==> src/rtl/hit_flash_if.sv <==
// Bundles the per-pixel/per-frame inputs and the status outputs of the hit/flash controller.
// The stimulus side (renderer/game logic) uses master; the controller uses slave.
// Clock and reset stay outside the bundle as plain ports.
interface hit_flash_if;
  logic       frame_tick;
  logic       blank;
  logic       player_render;
  logic       object_trigger_signal;
  logic       object_colider_signal;
  logic       restart;
  logic       is_trigger_player;
  logic       hit_pulse;
  logic [7:0] hp;
  logic       invuln;
  logic       game_over;
  logic       blocked;

  modport master (
    output frame_tick, blank, player_render, object_trigger_signal,
           object_colider_signal, restart,
    input  is_trigger_player, hit_pulse, hp, invuln, game_over, blocked
  );

  modport slave (
    input  frame_tick, blank, player_render, object_trigger_signal,
           object_colider_signal, restart,
    output is_trigger_player, hit_pulse, hp, invuln, game_over, blocked
  );
endinterface

==> src/rtl/hit_flash_controller.sv <==
// Player hit-point / invulnerability-flash controller driven by per-pixel overlap and frame ticks.
// Latency: overlaps latch within the frame; state, hp, hit_pulse and tint update 1 clock after frame_tick.
// Backpressure: none; inputs are sampled every cycle and outputs are level/pulse status.
module hit_flash_controller #(
  parameter int HP_MAX        = 92,
  parameter int DAMAGE        = 1,
  parameter int INVULN_FRAMES = 30,
  parameter int FLASH_PERIOD  = 4
) (
  input  logic     clk,
  input  logic     reset,
  hit_flash_if.slave bus
);

  typedef enum logic [1:0] {IDLE, INVULN, DEAD} state_t;

  localparam logic [7:0] HP_INIT    = 8'(HP_MAX);
  localparam logic [7:0] DMG        = 8'(DAMAGE);
  localparam logic [7:0] INV_LEN    = 8'(INVULN_FRAMES);
  localparam logic [3:0] FLASH_LAST = 4'(FLASH_PERIOD - 1);

  state_t     state, state_nxt;
  logic [7:0] hp_q, hp_nxt;
  logic [7:0] cnt_q, cnt_nxt;
  logic [3:0] fcnt_q, fcnt_nxt;
  logic       phase_q, phase_nxt;
  logic       hit_q, hit_nxt;
  logic       touch_q, touch_nxt;
  logic       blocked_q, blocked_nxt;
  logic       pulse_q, pulse_nxt;
  logic       tint_q, tint_nxt;
  logic       hit_px, touch_px;

  // Only visible pixels where the player overlaps an object count.
  assign hit_px   = !bus.blank && bus.player_render && bus.object_trigger_signal;
  assign touch_px = !bus.blank && bus.player_render && bus.object_colider_signal;

  // Next-state logic: pending flags, frame-boundary FSM, flash timing and tint.
  always_comb begin
    state_nxt   = state;
    hp_nxt      = hp_q;
    cnt_nxt     = cnt_q;
    fcnt_nxt    = fcnt_q;
    phase_nxt   = phase_q;
    pulse_nxt   = 1'b0;
    // An overlap on the frame_tick cycle belongs to the new frame, so set beats clear.
    hit_nxt     = hit_px   || (hit_q   && !bus.frame_tick);
    touch_nxt   = touch_px || (touch_q && !bus.frame_tick);
    blocked_nxt = bus.frame_tick ? touch_q : blocked_q;

    case (state)
      IDLE: begin
        if (bus.frame_tick && hit_q) begin
          pulse_nxt = 1'b1;
          if (hp_q > DMG) begin
            hp_nxt    = hp_q - DMG;
            state_nxt = INVULN;
            cnt_nxt   = INV_LEN;
            fcnt_nxt  = 4'd0;
            phase_nxt = 1'b1;
          end else begin
            hp_nxt    = 8'd0;
            state_nxt = DEAD;
          end
        end
      end
      INVULN: begin
        // Hits are ignored here; only the frame counters advance.
        if (bus.frame_tick) begin
          if (cnt_q <= 8'd1) begin
            state_nxt = IDLE;
            cnt_nxt   = 8'd0;
            fcnt_nxt  = 4'd0;
            phase_nxt = 1'b0;
          end else begin
            cnt_nxt = cnt_q - 8'd1;
            if (fcnt_q == FLASH_LAST) begin
              fcnt_nxt  = 4'd0;
              phase_nxt = !phase_q;
            end else begin
              fcnt_nxt = fcnt_q + 4'd1;
            end
          end
        end
      end
      DEAD: begin
        // frame_tick is irrelevant here; restart always wins.
        if (bus.restart) begin
          state_nxt = IDLE;
          hp_nxt    = HP_INIT;
          cnt_nxt   = 8'd0;
          fcnt_nxt  = 4'd0;
          phase_nxt = 1'b0;
          hit_nxt   = 1'b0;
          touch_nxt = 1'b0;
        end
      end
      default: state_nxt = IDLE;
    endcase

    // Tint is computed from the next state so it registers in step with the FSM.
    tint_nxt = (state_nxt == DEAD) || ((state_nxt == INVULN) && phase_nxt);
  end

  // State register with synchronous active-low reset.
  always_ff @(posedge clk) begin
    if (!reset) begin
      state     <= IDLE;
      hp_q      <= HP_INIT;
      cnt_q     <= 8'd0;
      fcnt_q    <= 4'd0;
      phase_q   <= 1'b0;
      hit_q     <= 1'b0;
      touch_q   <= 1'b0;
      blocked_q <= 1'b0;
      pulse_q   <= 1'b0;
      tint_q    <= 1'b0;
    end else begin
      state     <= state_nxt;
      hp_q      <= hp_nxt;
      cnt_q     <= cnt_nxt;
      fcnt_q    <= fcnt_nxt;
      phase_q   <= phase_nxt;
      hit_q     <= hit_nxt;
      touch_q   <= touch_nxt;
      blocked_q <= blocked_nxt;
      pulse_q   <= pulse_nxt;
      tint_q    <= tint_nxt;
    end
  end

  assign bus.hp                = hp_q;
  assign bus.hit_pulse         = pulse_q;
  assign bus.is_trigger_player = tint_q;
  assign bus.blocked           = blocked_q;
  assign bus.invuln            = (state == INVULN);
  assign bus.game_over         = (state == DEAD);

endmodule

==> src/flat_wrapper.sv <==
// flat-port wrapper written by rule: the top's interface ports become plain ports
module hit_flash_controller_flat 
#(
  parameter int HP_MAX        = 92,
  parameter int DAMAGE        = 1,
  parameter int INVULN_FRAMES = 30,
  parameter int FLASH_PERIOD  = 4
)
  (clk, reset, bus_frame_tick, bus_blank, bus_player_render, bus_object_trigger_signal, bus_object_colider_signal, bus_restart, bus_is_trigger_player, bus_hit_pulse, bus_hp, bus_invuln, bus_game_over, bus_blocked);
  hit_flash_if bus_i ();
  input  logic clk;
  input  logic reset;
  input wire logic [$bits(bus_i.frame_tick)-1:0] bus_frame_tick;
  input wire logic [$bits(bus_i.blank)-1:0] bus_blank;
  input wire logic [$bits(bus_i.player_render)-1:0] bus_player_render;
  input wire logic [$bits(bus_i.object_trigger_signal)-1:0] bus_object_trigger_signal;
  input wire logic [$bits(bus_i.object_colider_signal)-1:0] bus_object_colider_signal;
  input wire logic [$bits(bus_i.restart)-1:0] bus_restart;
  output wire logic [$bits(bus_i.is_trigger_player)-1:0] bus_is_trigger_player;
  output wire logic [$bits(bus_i.hit_pulse)-1:0] bus_hit_pulse;
  output wire logic [$bits(bus_i.hp)-1:0] bus_hp;
  output wire logic [$bits(bus_i.invuln)-1:0] bus_invuln;
  output wire logic [$bits(bus_i.game_over)-1:0] bus_game_over;
  output wire logic [$bits(bus_i.blocked)-1:0] bus_blocked;
  assign bus_i.frame_tick = bus_frame_tick;
  assign bus_i.blank = bus_blank;
  assign bus_i.player_render = bus_player_render;
  assign bus_i.object_trigger_signal = bus_object_trigger_signal;
  assign bus_i.object_colider_signal = bus_object_colider_signal;
  assign bus_i.restart = bus_restart;
  assign bus_is_trigger_player = bus_i.is_trigger_player;
  assign bus_hit_pulse = bus_i.hit_pulse;
  assign bus_hp = bus_i.hp;
  assign bus_invuln = bus_i.invuln;
  assign bus_game_over = bus_i.game_over;
  assign bus_blocked = bus_i.blocked;
  hit_flash_controller #(.HP_MAX(HP_MAX), .DAMAGE(DAMAGE), .INVULN_FRAMES(INVULN_FRAMES), .FLASH_PERIOD(FLASH_PERIOD)) u_core (.clk(clk), .reset(reset), .bus(bus_i));
endmodule
==> config.mk <==
export PLATFORM = sky130hd
export DESIGN_NAME = hit_flash_controller_flat
export DESIGN_NICKNAME = d
export VERILOG_FILES = /design/src/rtl/hit_flash_if.sv /design/src/rtl/hit_flash_controller.sv /design/src/flat_wrapper.sv
export SDC_FILE = /design/constraint.sdc
export NUM_CORES = 1
export LEC_CHECK = 0
export ABC_CLOCK_PERIOD_IN_PS = 2700
export CORE_MARGIN = 2
export CORE_UTILIZATION = 45
export DETAILED_ROUTE_END_ITERATION = 10
export HOLD_SLACK_MARGIN = 0.02
export PLACE_DENSITY = 0.65
export SYNTH_ARGS = -nofsm -noshare
export SYNTH_HDL_FRONTEND = slang
export SYNTH_SLANG_ARGS = --single-unit
==> constraint.sdc <==
create_clock -name clk -period 2.7 [get_ports clk]
set_clock_uncertainty 0.2 [all_clocks]
set_input_delay 0.405 -clock clk [delete_from_list [all_inputs] [get_ports clk]]
set_output_delay 0.405 -clock clk [all_outputs]
set_load 0.005 [all_outputs]
==> flow_summary.yaml, run 1 <==
clock_network:
  cts_buffer_depth: 2
  clk_pin_slew_ns: 0.15
  cts_made_buffers: 3
  insertion_delay_ns: 0.34
  cts_tree: "yes"
  cts-resized-gates: 0
  cts.htree.levels: 1
  cts_hold_buf: 0
  cts_setup_buffers: 0
  cts.sinks: 28
  cts_root_buffer: "clkbuf_4"
sta:
  rsz0062_at_grt: "false"
  fin_hold_ws_ns: 0.284
  hold_viol_final: 0
  finalSetupViolations: 0
  max_freq_ghz: 0.405
  slew_violations: 0
  slew_headroom_pct: 52.7
  period_minus_slack_ns: 2.47
  worst-slew-pin-transition_ns: 0.703
  fin_tns_setup_ns: 0
  fin_crit_sh_pct: 91.4
  fin_ws_ns: 0.231
yosys:
  synth-xor-area-share_pct: 1.09
  yosys.area_share.adder_pct: 7.00
  synth.cell_area_um2: 1610
  synth.distinct_cells: 52
  synth-edff-count: 0
  netlist_instances: 195
  yosys_warnings: 0
  synth_nets: 212
  synthFlopType: "dfxtp_1"
  ys_seq_area_share_pct: 34.8
  synth_simple_gate_area_share_pct: 25.7
  muxShareOfSynthArea_pct: 1.32
  async_flop_share_pct: 0
  synth-compound-area-share_pct: 26.7
  synth_top_family_by_area: "compound AO/OA/AOI/OAI gates"
  synth.ff_latch_count: 28
  synth_area_per_cell_um2: 8.25
die:
  die_w_um: 63.8
  ios: 21
  die-area_um2: 4070
  start_util_pct: 47.5
  die_y_um: 63.8
  num_rows: 21
  coreArea_um2: 3390
global_routing:
  grt_pass1_vias: 1595
  overflow: 0
  antenna_found_initial: 0
  grt_pass1_wl_um: 7050
  grt_util_all_layers_pct: 21.1
  grt_max_degree: 15
min_path:
  hold_path_class: "flip-flop to flip-flop"
  hp-start: "u_core.fcnt_q[1]"
routing:
  viasPerCell: 5.93
  drt_wl_total_um: 3910
  vias: 1596
  wire_per_inst_um: 14.5
  drc: 0
  drtIter0Drc: 107
  antenna_left: 0
  drtPass1Iterations: 4
setup_path:
  slowest_delay_ns: 0.59
  cp_slowest_cell: "or4_4"
  crit_chain: "or4_4 -> o41a_1 -> a311oi_2 -> a211oi_1 -> o31a_1"
  critPathKind: "flip-flop to flip-flop"
  startpoint_type: "flip-flop"
  path_delay_family: "compound AO/OA/AOI/OAI gates"
  r2r_start: "u_core.cnt_q[3]"
  critPathArrivalTime_ns: 2.52
  end_kind: "flip-flop"
  critPathMaxFanout: 7
  startpoint: "u_core.cnt_q[3]"
  cp.required_ns: 2.75
  path_buf_inv: 0
run:
  cap_violations: 0
status:
  status: "finished clean"
power:
  powerDensity_nw_per_um2: 356
  p_seq_share_pct: 62.2
  power.switching_uw: 176
  p_sw_share_pct: 25.5
  intPower_uw: 515
  combPwrFrac_pct: 12.4
  ir_worst_vdd_uv: 183
  p_clk_share_pct: 25.3
  p_leak_nw: 0.708
finish:
  drive_above_1_share_pct: 9.87
  fin_nets: 242
  stdcell_count: 269
  area.growth.synth_to_final_pct: 20.8
  final_core_util_pct: 57.4
  antenna_cells: 0
placement:
  dpl.hpwl_um: 2970
  dp_cells: 266
  place_ws_ns: 0.230
  place_congestion: 0.885
  portBuffers: 20
==> sequential cells by signal, indices dropped and copies added (netlist names) <==
register / flops
u_core.bus.hp: 8
u_core.bus.blocked: 1
u_core.state: 2
u_core.fcnt_q: 4
u_core.hit_q: 1
u_core.bus.hit_pulse: 1
u_core.bus.is_trigger_player: 1
u_core.cnt_q: 8
u_core.touch_q: 1
u_core.phase_q: 1
==> power groups by stage <==
stage	Clock (mW)	Sequential (mW)	Combinational, mW
2_1_floorplan	0	0.437	0.0539
3_3_place_gp	0	0.439	0.0838
3_5_place_dp	0	0.439	0.0855
4_1_cts	0.183	0.430	0.0858
5_1_grt	0.199	0.432	0.0956
6_report	0.175	0.430	0.0861
==> tightest hold or removal path, cell delays in order (launching register included) <==
cell     delay, ns
dfxtp_1       0.35
nand2_1       0.06
a21oi_1       0.05
==> area by class of cell <==
class | instances | area (um2)
clock buffer | 3 | 22.5
fill | 308 | 1450
tap | 46 | 57.6
timing repair buffer | 30 | 275
sequential | 28 | 561
inverter | 9 | 33.8
multi-input combinational | 153 | 995
==> layout by cell type (no fill, tap or decap), types with 3 or more instances in the layout <==
cell type | synthesis | final
o21ai_0 | 15 | 15
nand3_1 | 7 | 7
nor3_1 | 6 | 6
clkdlybuf4s50_1 | 0 | 20
nand2b_1 | 4 | 4
o211ai_1 | 3 | 3
and3_1 | 4 | 4
clkbuf_4 | 0 | 3
o21a_1 | 4 | 4
and2_1 | 3 | 3
inv_1 | 9 | 9
nor3b_1 | 3 | 3
dfxtp_1 | 28 | 28
nor2_1 | 23 | 23
buf_4 | 0 | 10
ha_1 | 9 | 9
nor2b_1 | 5 | 5
nand2_1 | 11 | 11
a21oi_1 | 14 | 14
a211oi_1 | 4 | 4
==> through the flow <==
stage | instance area [um2] | total power [mW]
floorplan | 1610 | 0.491
CTS | 1940 | 0.699
global placement | 1920 | 0.522
detailed placement | 1920 | 0.524
finish | 1940 | 0.691
global route | 1940 | 0.726
==> cell usage after synthesis, types with 2 or more instances <==
cell / count / area [um2]
nor3b_1: 3 / 22.5
nor2_1: 23 / 86.3
clkbuf_1: 4 / 15.0
o211ai_1: 3 / 22.5
o41ai_1: 2 / 17.5
a21oi_1: 14 / 70.1
o21ai_0: 15 / 75.1
dfxtp_1: 28 / 561
nor2b_1: 5 / 31.3
nand2_1: 11 / 41.3
inv_1: 9 / 33.8
ha_1: 9 / 113
nand2b_1: 4 / 25.0
a211oi_1: 4 / 30.0
and3_1: 4 / 25.0
nor3_1: 6 / 30.0
nand3_1: 7 / 35.0
nor4_1: 2 / 12.5
or3_1: 2 / 12.5
and2_1: 3 / 18.8
o31ai_1: 2 / 15.0
o21a_1: 4 / 30.0
a311oi_1: 2 / 17.5
==> metal layers <==
metal / track usage [%] / part of all wire (%) / up-vias
li1: - / - / 776
met1: 29.3 / 48 / 767
met2: 34.4 / 47 / 47
met3: 3.17 / 4.1 / 6
met4: 4.89 / 0.89 / 0
met5: 0 / 0 / -
==> path summary, 6_finish.rpt <==
| check | slack (ns) | cells after the start | end |
|---|---|---|---|
| worst min-delay path | 0.28 | 2 | u_core.fcnt_q[1] |
| worst min register to register | 0.28 | 2 | u_core.fcnt_q[1] |
| worst max register to register | 0.23 | 5 | u_core.bus.is_trigger_player |
| worst max-delay path | 0.23 | 5 | u_core.bus.is_trigger_player |
==> logic make-up (layout without fill, tap and decap cells) <==
family | count (synthesis) | count (layout)
xor gates and xnor gates | 2 | 2
DFF | 28 | 28
and+or+nand+nor | 79 | 79
muxes | 2 | 2
AOI/OAI and AO/OA | 61 | 61
adders and majority gates | 9 | 9
buffers and inverters | 14 | 42
Note: power is estimated with default switching activity, not from simulation.
==> run 2: changes to the inputs <==
Settings changed: ABC_CLOCK_PERIOD_IN_PS 2700 to default, CTS_CLUSTER_DIAMETER from default to 80.
==> results of run 2 <==
No change in the layout: final DEF, timing and power equal those of run 1.
==> run 3: changes to the inputs <==
Settings changed: CTS_CLUSTER_SIZE from default to 14.
==> results of run 3 <==
No change in the layout: final DEF, timing and power equal those of run 1.
